`config.mk`:
```
export PLATFORM = sky130hd
export DESIGN_NAME = mx_block_scale_acc
export DESIGN_NICKNAME = d
export VERILOG_FILES = /design/src/rtl/mx_pkg.sv /design/src/rtl/mx_lane_max.sv /design/src/rtl/mx_block_scale_acc.sv
export SDC_FILE = /design/constraint.sdc
export NUM_CORES = 1
export LEC_CHECK = 0
export BUFFER_PORTS_ARGS = -buffer_cell sky130_fd_sc_hd__buf_2
export CAP_MARGIN = 0
export CORE_ASPECT_RATIO = 1.5
export CORE_UTILIZATION = 40
export DETAILED_ROUTE_END_ITERATION = 6
export PLACE_DENSITY_LB_ADDON = 0.3
export SYNTH_ARGS = -nofsm -noshare
export SYNTH_HDL_FRONTEND = slang
export SYNTH_SLANG_ARGS = --single-unit
```
`constraint.sdc`:
```
create_clock -name clk -period 2.9 [get_ports clk]
set_input_delay 0.58 -clock clk [delete_from_list [all_inputs] [get_ports clk]]
set_output_delay 0.58 -clock clk [all_outputs]
set_load 0.005 [all_outputs]
```
`src/rtl/mx_pkg.sv`:
```
`default_nettype none
// +----------------------------------------------------------------------------+
// | Package : mx_pkg                                                           |
// | Purpose : FP32 field layout, E8M0 special codes and lane classification    |
// |           helpers shared by the MX shared-scale generator.                 |
// | Rev     : 1.0  initial release                                             |
// +----------------------------------------------------------------------------+
package mx_pkg;

   localparam int FP32_W       = 32;
   localparam int FP32_EXP_W   = 8;
   localparam int FP32_EXP_LSB = 23;
   localparam int FP32_EXP_MSB = 30;
   localparam int FP32_MAN_MSB = 22;

   localparam logic [FP32_EXP_W-1:0] FP32_EXP_ALL1 = 8'hFF;
   localparam logic [7:0]            E8M0_NAN      = 8'hFF;
   localparam logic [7:0]            E8M0_INF_SAT  = 8'hFE;
   localparam logic [7:0]            E8M0_ZERO     = 8'h00;

   // Classification of one element, or of a group of merged elements.
   typedef struct packed {
      logic                  nan;
      logic                  inf;
      logic [FP32_EXP_W-1:0] exp_eff;
   } fp32_class_t;

   // Sign is irrelevant to the scale; specials contribute no exponent.
   // Subnormals and zero carry exponent field 0, so they contribute 0.
   function automatic fp32_class_t fp32_class(input logic [FP32_W-1:0] bits);
      fp32_class_t           c;
      logic [FP32_EXP_W-1:0] e;
      logic                  man_nz;
      e         = bits[FP32_EXP_MSB:FP32_EXP_LSB];
      man_nz    = |bits[FP32_MAN_MSB:0];
      c.nan     = 1'b0;
      c.inf     = 1'b0;
      c.exp_eff = '0;
      if (e == FP32_EXP_ALL1) begin
         c.nan = man_nz;
         c.inf = ~man_nz;
      end else begin
         c.exp_eff = e;
      end
      return c;
   endfunction

   // Merge two classifications: larger finite exponent, OR of the flags.
   function automatic fp32_class_t fp32_class_merge(input fp32_class_t a, input fp32_class_t b);
      fp32_class_t m;
      m.nan     = a.nan | b.nan;
      m.inf     = a.inf | b.inf;
      m.exp_eff = (a.exp_eff > b.exp_eff) ? a.exp_eff : b.exp_eff;
      return m;
   endfunction

endpackage
`default_nettype wire

```
`src/rtl/mx_lane_max.sv`:
```
`default_nettype none
// +----------------------------------------------------------------------------+
// | Module  : mx_lane_max                                                      |
// | Purpose : Combinational compare tree over LANES FP32 elements giving the   |
// |           largest finite biased exponent and any-NaN / any-Inf flags.      |
// | Rev     : 1.0  initial release                                             |
// +----------------------------------------------------------------------------+
module mx_lane_max
   import mx_pkg::*;
#(
   parameter int LANES = 4
) (
   input  logic [LANES*FP32_W-1:0] in_data,
   output logic [FP32_EXP_W-1:0]   max_exp,
   output logic                    any_nan,
   output logic                    any_inf
);

   // Heap-ordered tree: leaves at LANES-1 .. 2*LANES-2, root at index 0.
   fp32_class_t node [2*LANES-1];

   genvar gi;
   generate
      for (gi = 0; gi < LANES; gi++) begin : g_leaf
         assign node[LANES-1+gi] = fp32_class(in_data[FP32_W*gi +: FP32_W]);
      end
      for (gi = 0; gi < LANES-1; gi++) begin : g_node
         assign node[gi] = fp32_class_merge(node[2*gi+1], node[2*gi+2]);
      end
   endgenerate

   assign max_exp = node[0].exp_eff;
   assign any_nan = node[0].nan;
   assign any_inf = node[0].inf;

endmodule
`default_nettype wire

```
`src/rtl/mx_block_scale_acc.sv`:
```
`default_nettype none
// +----------------------------------------------------------------------------+
// | Module  : mx_block_scale_acc                                               |
// | Purpose : Streaming E8M0 shared-scale generator for FP32 -> MX blocks.     |
// |           Accumulates the block max exponent and NaN/Inf flags over        |
// |           BLOCK_SIZE/LANES beats and emits one scale per block.            |
// | Rev     : 1.0  initial release                                             |
// +----------------------------------------------------------------------------+
module mx_block_scale_acc
   import mx_pkg::*;
#(
   parameter int LANES        = 4,
   parameter int BLOCK_SIZE   = 32,
   parameter int SCALE_OFFSET = 3,
   parameter bit INF_AS_NAN   = 1'b0
) (
   input  logic                    clk,
   input  logic                    rst_n,
   input  logic                    flush,
   input  logic                    in_valid,
   output logic                    in_ready,
   input  logic [LANES*FP32_W-1:0] in_data,
   output logic                    out_valid,
   input  logic                    out_ready,
   output logic [7:0]              out_scale,
   output logic                    out_nan,
   output logic                    out_inf
);

   localparam int               BEATS     = BLOCK_SIZE / LANES;
   localparam int               CNT_W     = (BEATS > 1) ? $clog2(BEATS) : 1;
   localparam logic [CNT_W-1:0] LAST_BEAT = CNT_W'(BEATS - 1);
   localparam logic [7:0]       OFFSET    = 8'(SCALE_OFFSET);

   logic [CNT_W-1:0]      beat_cnt;
   logic [FP32_EXP_W-1:0] acc_max;
   logic                  acc_nan;
   logic                  acc_inf;

   logic [FP32_EXP_W-1:0] beat_max;
   logic                  beat_nan;
   logic                  beat_inf;

   logic [FP32_EXP_W-1:0] merged_max;
   logic                  merged_nan;
   logic                  merged_inf;
   logic [7:0]            next_scale;

   logic accept;
   logic last_beat;
   logic final_accept;

   mx_lane_max #(
      .LANES (LANES)
   ) u_lane_max (
      .in_data (in_data),
      .max_exp (beat_max),
      .any_nan (beat_nan),
      .any_inf (beat_inf)
   );

   // A held scale only blocks input while downstream refuses it.
   assign in_ready     = ~out_valid | out_ready;
   assign accept       = in_valid & in_ready & ~flush;
   assign last_beat    = (beat_cnt == LAST_BEAT);
   assign final_accept = accept & last_beat;

   // Combine the running block state with the current beat and derive the scale.
   always_comb begin
      merged_max = (beat_max > acc_max) ? beat_max : acc_max;
      merged_nan = acc_nan | beat_nan;
      merged_inf = acc_inf | beat_inf;
      next_scale = E8M0_ZERO;
      if (merged_nan) begin
         next_scale = E8M0_NAN;
      end else if (merged_inf) begin
         next_scale = INF_AS_NAN ? E8M0_NAN : E8M0_INF_SAT;
      end else if (merged_max > OFFSET) begin
         next_scale = merged_max - OFFSET;
      end
   end

   // Beat counter and block accumulators; flush abandons the partial block.
   always_ff @(posedge clk or negedge rst_n) begin
      if (!rst_n) begin
         beat_cnt <= '0;
         acc_max  <= '0;
         acc_nan  <= 1'b0;
         acc_inf  <= 1'b0;
      end else if (flush) begin
         beat_cnt <= '0;
         acc_max  <= '0;
         acc_nan  <= 1'b0;
         acc_inf  <= 1'b0;
      end else if (accept) begin
         if (last_beat) begin
            beat_cnt <= '0;
            acc_max  <= '0;
            acc_nan  <= 1'b0;
            acc_inf  <= 1'b0;
         end else begin
            beat_cnt <= beat_cnt + CNT_W'(1);
            acc_max  <= merged_max;
            acc_nan  <= merged_nan;
            acc_inf  <= merged_inf;
         end
      end
   end

   // One-deep output register; a finishing block may replace a scale being consumed.
   always_ff @(posedge clk or negedge rst_n) begin
      if (!rst_n) begin
         out_valid <= 1'b0;
         out_scale <= '0;
         out_nan   <= 1'b0;
         out_inf   <= 1'b0;
      end else if (final_accept) begin
         out_valid <= 1'b1;
         out_scale <= next_scale;
         out_nan   <= merged_nan;
         out_inf   <= merged_inf & ~merged_nan;
      end else if (out_ready) begin
         out_valid <= 1'b0;
      end
   end

endmodule
`default_nettype wire

```
# [Yosys cells after proc, flatten, opt, wreduce, memory -nomap -nowiden]
# Cells that the tools add are included.
[word_totals] ff_bits=24 latch_bits=0 ramBits=0 mem_bits_ro=0 inputBits=133 wordCells=75 n_memories=0
[op_classes] addsub=2 n_mul=0 div=0 magnitude_cmp=5 eq_ne=5 shift=0 n_mux=29 bitwise=20 n_reduce_logical=6
[ops] operator="two-way mux 8 bit" count=14
[ops] operator="OR reduction 23 bit" count=4
[ops] operator="== test 8 bit (second input constant)" count=4
[ops] operator="greater-than comparator 8 bit" count=4
[ops] operator="two-way mux 3 bit" count=3
[ops] operator="bitwise OR 1 bit" count=9
[ops] operator="greater-than comparator 8 x 2 -> 1 bit (second input constant)" count=1
[ops] operator="two-way mux 1 bit" count=8
[ops] operator="two-way mux 2 bit" count=4
[ops] operator="subtractor 8 x 2 -> 8 bit (second input constant)" count=1
[ops] operator="inverter 1 bit" count=7
[ops] operator="bitwise AND 1 bit" count=4
[ops] operator="nonzero test 2 bit" count=2
[ops] operator="adder 3 x 1 -> 3 bit (second input constant)" count=1
[ops] operator="== test 3 bit (second input constant)" count=1

# [Depth between registers and ports, before layout]
[logic_depth] depth_word=12 ltp_mapped=32 depth_no_buf=29

# [Hierarchy]
# From an unflattened synthesis, not the netlist that was laid out.
[hier_totals] hier_cells=397 hier_area_um2=3060.4
[by_module_without_submodules] mod="mx_block_scale_acc" n_inst=1 cells_per_inst=198 area_each_um2=1720.4
[by_module_without_submodules] mod="mx_lane_max" n_inst=1 cells_per_inst=199 area_each_um2=1340.0

# [Worst setup path after synthesis]
# Ideal clock, no wire load.
[synth_timing] kind="input -> register" start="input port in_data[93]" end="register out_scale[1]" arrival_time_ns=6.161 t_required_ns=2.753 setup_slack_ns=-3.408 cell_stages=31 cell_sequence="nand4_2 or2_2 clkbuf_1 and2_1 ha_1 a41o_1 a211oi_4 a211oi_1 a221oi_1 nand2_1 inv_1 ha_1 a21o_1 a21oi_1 o2111ai_1 nand2_1 clkbuf_1 nor2_1 a21oi_1 ha_1 nor2b_1 o21ai_0 a21oi_1 o21ai_0 clkbuf_1 nor2_1 a221o_1 nor2_1 nand3_2 nor3_4 a211oi_1"
[synth_between] elab_chain_cells=12 elab_cells_between_ends=20 classes_between="add/sub: 1; order compare: 4; eq/ne: 1; mux: 8; bitwise: 6"
[synth_rtl] element="start: declaration" line_no="mx_block_scale_acc.sv:22" source="input logic [LANES*FP32_W-1:0] in_data,"
[synth_rtl] element="== test 8 bit" line_no="mx_pkg.sv:39" source="if (e == FP32_EXP_ALL1) begin"
[synth_rtl] element="two-way mux 8 bit" line_no="mx_pkg.sv:39"
[synth_rtl] element="greater-than comparator 8 bit" line_no="mx_pkg.sv:53" source="m.exp_eff = (a.exp_eff > b.exp_eff) ? a.exp_eff : b.exp_eff;"
[synth_rtl] element="two-way mux 8 bit" line_no="mx_pkg.sv:53"
[synth_rtl] element="greater-than comparator 8 bit" line_no="mx_pkg.sv:53"
[synth_rtl] element="two-way mux 8 bit" line_no="mx_pkg.sv:53"
[synth_rtl] element="greater-than comparator 8 bit" line_no="mx_block_scale_acc.sv:70" source="merged_max = (beat_max > acc_max) ? beat_max : acc_max;"
[synth_rtl] element="two-way mux 8 bit" line_no="mx_block_scale_acc.sv:70"
[synth_rtl] element="subtractor 8 x 2 -> 8 bit / greater-than comparator 8 x 2 -> 1 bit (equally long branches)" line_no="mx_block_scale_acc.sv:79, mx_block_scale_acc.sv:78"
[synth_rtl] element="two-way mux 8 bit" line_no="mx_block_scale_acc.sv:78" source="end else if (merged_max > OFFSET) begin"
[synth_rtl] element="two-way mux 8 bit" line_no="mx_block_scale_acc.sv:76" source="end else if (merged_inf) begin"
[synth_rtl] element="two-way mux 8 bit *" line_no="mx_block_scale_acc.sv:74" source="if (merged_nan) begin"
[synth_rtl] element="end signal: assignment" line_no="mx_block_scale_acc.sv:119" source="out_scale <= next_scale;"
[synth_rtl] element="end: declaration" line_no="mx_block_scale_acc.sv:25" source="output logic [7:0] out_scale,"
# Mark *: on every way between the ends. The rest lies on a longest branch, timed or not.
# A chain may end at the register's enable or synchronous reset.

# [Final worst setup path]
[layout_timing] start="input port in_data[126]" end="register out_scale[4]"
# The elaborated chain is that of the path after synthesis.

==> results.txt <==
Grt total ovfl -> 0
Routed vias/inst -> 5.827
Cell area power density -> 748.0 nW/um^2
Worst Path Arrival -> 6360 ps
Number of port buffers -> 140
Crit path launch type -> primary input
Setup ws final -> -3329 ps
Hold buffers post-CTS -> 0
Async set or reset register ratio after synthesis -> 100.0%
Crit path top cell by count -> buf_4
Via count -> 4918
Die Area -> 8495 sq um
YS warnings -> 0
ANT nets after route -> 0
Vias in the first global route -> 4907
First-pass GRT wire length -> 21.82 mm
Layout area overhead -> 95.73%
Hold Crit Class -> in -> async
CP Depth -> 31
Endpoints failing setup -> 16
Dominant cell type by area after synthesis -> dfrtp_1
Synth cell types -> 72
Period minus WS final -> 6229 ps
Crit-path max cell delay -> 420 ps
Max-Cap Viols -> 0
Fmax -> 0.1605 GHz
Placed insts -> 802
Top cells by area, synth -> dfrtp_1, ha_1, nand2_1, a21oi_1, nor4_1
Post-layout util -> 81.97%
Num Clock Sinks -> 24
Total Power -> 0.004757 W
Most frequent cell after synthesis -> nand2_1
Max Clock Skew -> 6.076 ps
Critical path peak fanout -> 6
Syn Std Cell Area -> 3249 sq um
RD Place Congestion -> 0.9760
Initial antenna violation count -> 0
CTS Root Cell -> clkbuf_16
Clk_lat worst skew -> 260 ps
Kind of critical path -> in -> reg
TritonCTS clock tree -> done
H-tree depth -> 1
Ratio of cells with drive above 1 in the final layout -> 61.73%
Worst Max-Slew Pin Slew -> 1127 ps
Status -> complete, but fails checks
Synth Register Bits -> 24
Final wirelength -> 16.09 mm
RSZ-0062 raised after global routing -> yes
Synth Net Count -> 589
Post-Layout Cell Count -> 844
Hold slack final -> 301.8 ps
Fin nets -> 909
Core footprint -> 7759 sq um
CP Capture Type -> flop
Post-route DRC -> 0
Largest net degree at the start of global routing -> 25
Final hold vios -> 0
Max transition margin -> 23.78%
Cell class contributing the biggest share of worst-path delay -> compound AO/OA/AOI/OAI gates
Top cells by count, synth -> nand2_1, ha_1, nor2_1
Initial Util -> 41.88%
Clock buffer depth -> 2
Post-Syn Area per Cell -> 7.682 sq um
Num CTS Buffers -> 3
EDFF count, synth -> 0
Clock-pin slew on the worst setup and hold paths -> 60 ps
Die width -> 75.59 microns
Fin. max-slew vios -> 0
Critical path buffers and inverters -> 6
Crit path max-delay cell type -> maj3_2
Violated checks -> setup timing
Sequential area share after synthesis -> 18.48%
Gr usage total -> 33.32%
Cells after Synth -> 423
Antenna cells -> 0
Worst EP required -> 3030 ps
TritonRoute pass-1 iters -> 5
DR WL/cell -> 19.07 microns
Share of the synthesized area in the top cell type -> 18.48%
Pleak -> 3.004 nW
DP Wirelength -> 10.75 mm
I/O pin cnt -> 145
Maximum vdd drop -> 1012 uV
Vert. Die Dim -> 112.4 microns
Starting DRT DRC Count -> 300
Placement row count -> 39
Period utilization -> 214.8%
Cells on worst reg2reg path -> 12
Synth Flop Type -> dfrtp_1
[per-stage QoR]
stage / TNS [ps] / instance area, sq um / setup slack (ps)
after floorplan: -39790 / 3437 / -2792
after global placement: -46790 / 5285 / -3150
after detailed placement: -48680 / 5285 / -3277
after CTS: -42480 / 5836 / -2857
after global routing: -53990 / 6360 / -3680
final: -48700 / 6360 / -3329
[flip-flops by register name (all words and copies together), names as in the netlist]
| signal | flops |
|---|---|
| acc_inf | 1 |
| out_inf | 1 |
| acc_max | 8 |
| beat_cnt | 3 |
| out_nan | 1 |
| acc_nan | 1 |
| out_valid | 1 |
| out_scale | 8 |
[layer usage]
metal | vias up | wire length, microns | track usage (%)
met2 | 276 | 8615 | 61.19
met1 | 2293 | 5405 | 33.75
li1 | 2253 | - | -
met5 | - | 0 | 0
met4 | 0 | 1234 | 21.85
met3 | 96 | 838 | 3.501
[layout by cell type, fill, tap and decap left out, types with 4 or more instances in the layout]
cell type | Yosys | layout
o21ai_4 | 0 | 4
o21ai_0 | 22 | 6
a21o_1 | 9 | 7
a31oi_1 | 7 | 5
nand3_2 | 2 | 4
and2_4 | 1 | 7
nor3_1 | 18 | 16
xnor2_1 | 4 | 4
nor4_1 | 20 | 20
nor2_1 | 33 | 24
nor2_2 | 0 | 8
a21oi_2 | 2 | 10
nand2_1 | 53 | 45
or2_4 | 1 | 5
and2_1 | 12 | 6
buf_6 | 0 | 18
nand4_1 | 14 | 14
o21ai_1 | 3 | 14
dfrtp_1 | 24 | 24
ha_4 | 0 | 14
a22o_1 | 4 | 4
ha_1 | 33 | 18
a211oi_2 | 4 | 7
a21oi_1 | 30 | 19
nand3_1 | 14 | 9
buf_4 | 0 | 176
buf_2 | 1 | 129
nand2_2 | 0 | 6
inv_1 | 25 | 23
[path summary, 6_finish.rpt]
check	slack, ps	to	start
max in group asynchronous	2240	out_scale[2]$_DFFE_PN0P_	rst_n
hold reg to reg	490	out_inf$_DFFE_PN0P_	out_inf$_DFFE_PN0P_
hold / removal	300	acc_max[4]$_DFFE_PN0P_	rst_n
min in group clk	490	out_inf$_DFFE_PN0P_	out_inf$_DFFE_PN0P_
setup reg to reg	-20	out_scale[4]$_DFFE_PN0P_	acc_max[6]$_DFFE_PN0P_
setup / recovery	-3330	out_scale[4]$_DFFE_PN0P_	in_data[126]
[kinds of logic (layout without fill, tap and decap cells)]
| group | after synthesis | in the layout | synth area share (%) |
|---|---|---|---|
| AO/OA/AOI/OAI | 130 | 130 | 30.27 |
| flip-flops | 24 | 24 | 18.48 |
| AND/OR/NAND/NOR | 195 | 195 | 32.31 |
| multiplexers | 1 | 1 | 0.3081 |
| XOR/XNOR | 4 | 4 | 1.078 |
| adder cells (fa/ha/maj) | 36 | 36 | 13.71 |
| buffers and inverters | 33 | 352 | 3.850 |
[timing repair]
item                       CTS  global route
hold endpoints to repair     0             0
resized for setup           67            72
pin swaps                   54            57
setup endpoints to repair   16            16
buffers inserted            17            22
[layout make-up]
type,count,area [sq um]
Multi-Input combinational cell,366,3263
Fill cell,486,1399
Clock buffer,3,75.07
Inverter,25,93.84
Timing Repair Buffer,323,2170
Tap cell,102,127.6
Sequential cell,24,600.6
Clock inverter,1,30.03
[report_power, final]
part,internal (W),switching [W]
clock,0.000274,0.000119
combinational,0.00190,0.00203
sequential,0.000380,0.0000495
[worst reg2reg max path: cells and delay by family, from the launching register on]
family          cells  cell delay [ps]
compound gates      6             1140
buf+inv             1              150
simple gates        4              900
flops               1              390
fa+ha+maj           1              230
Note: power is estimated with default switching activity, not from simulation.
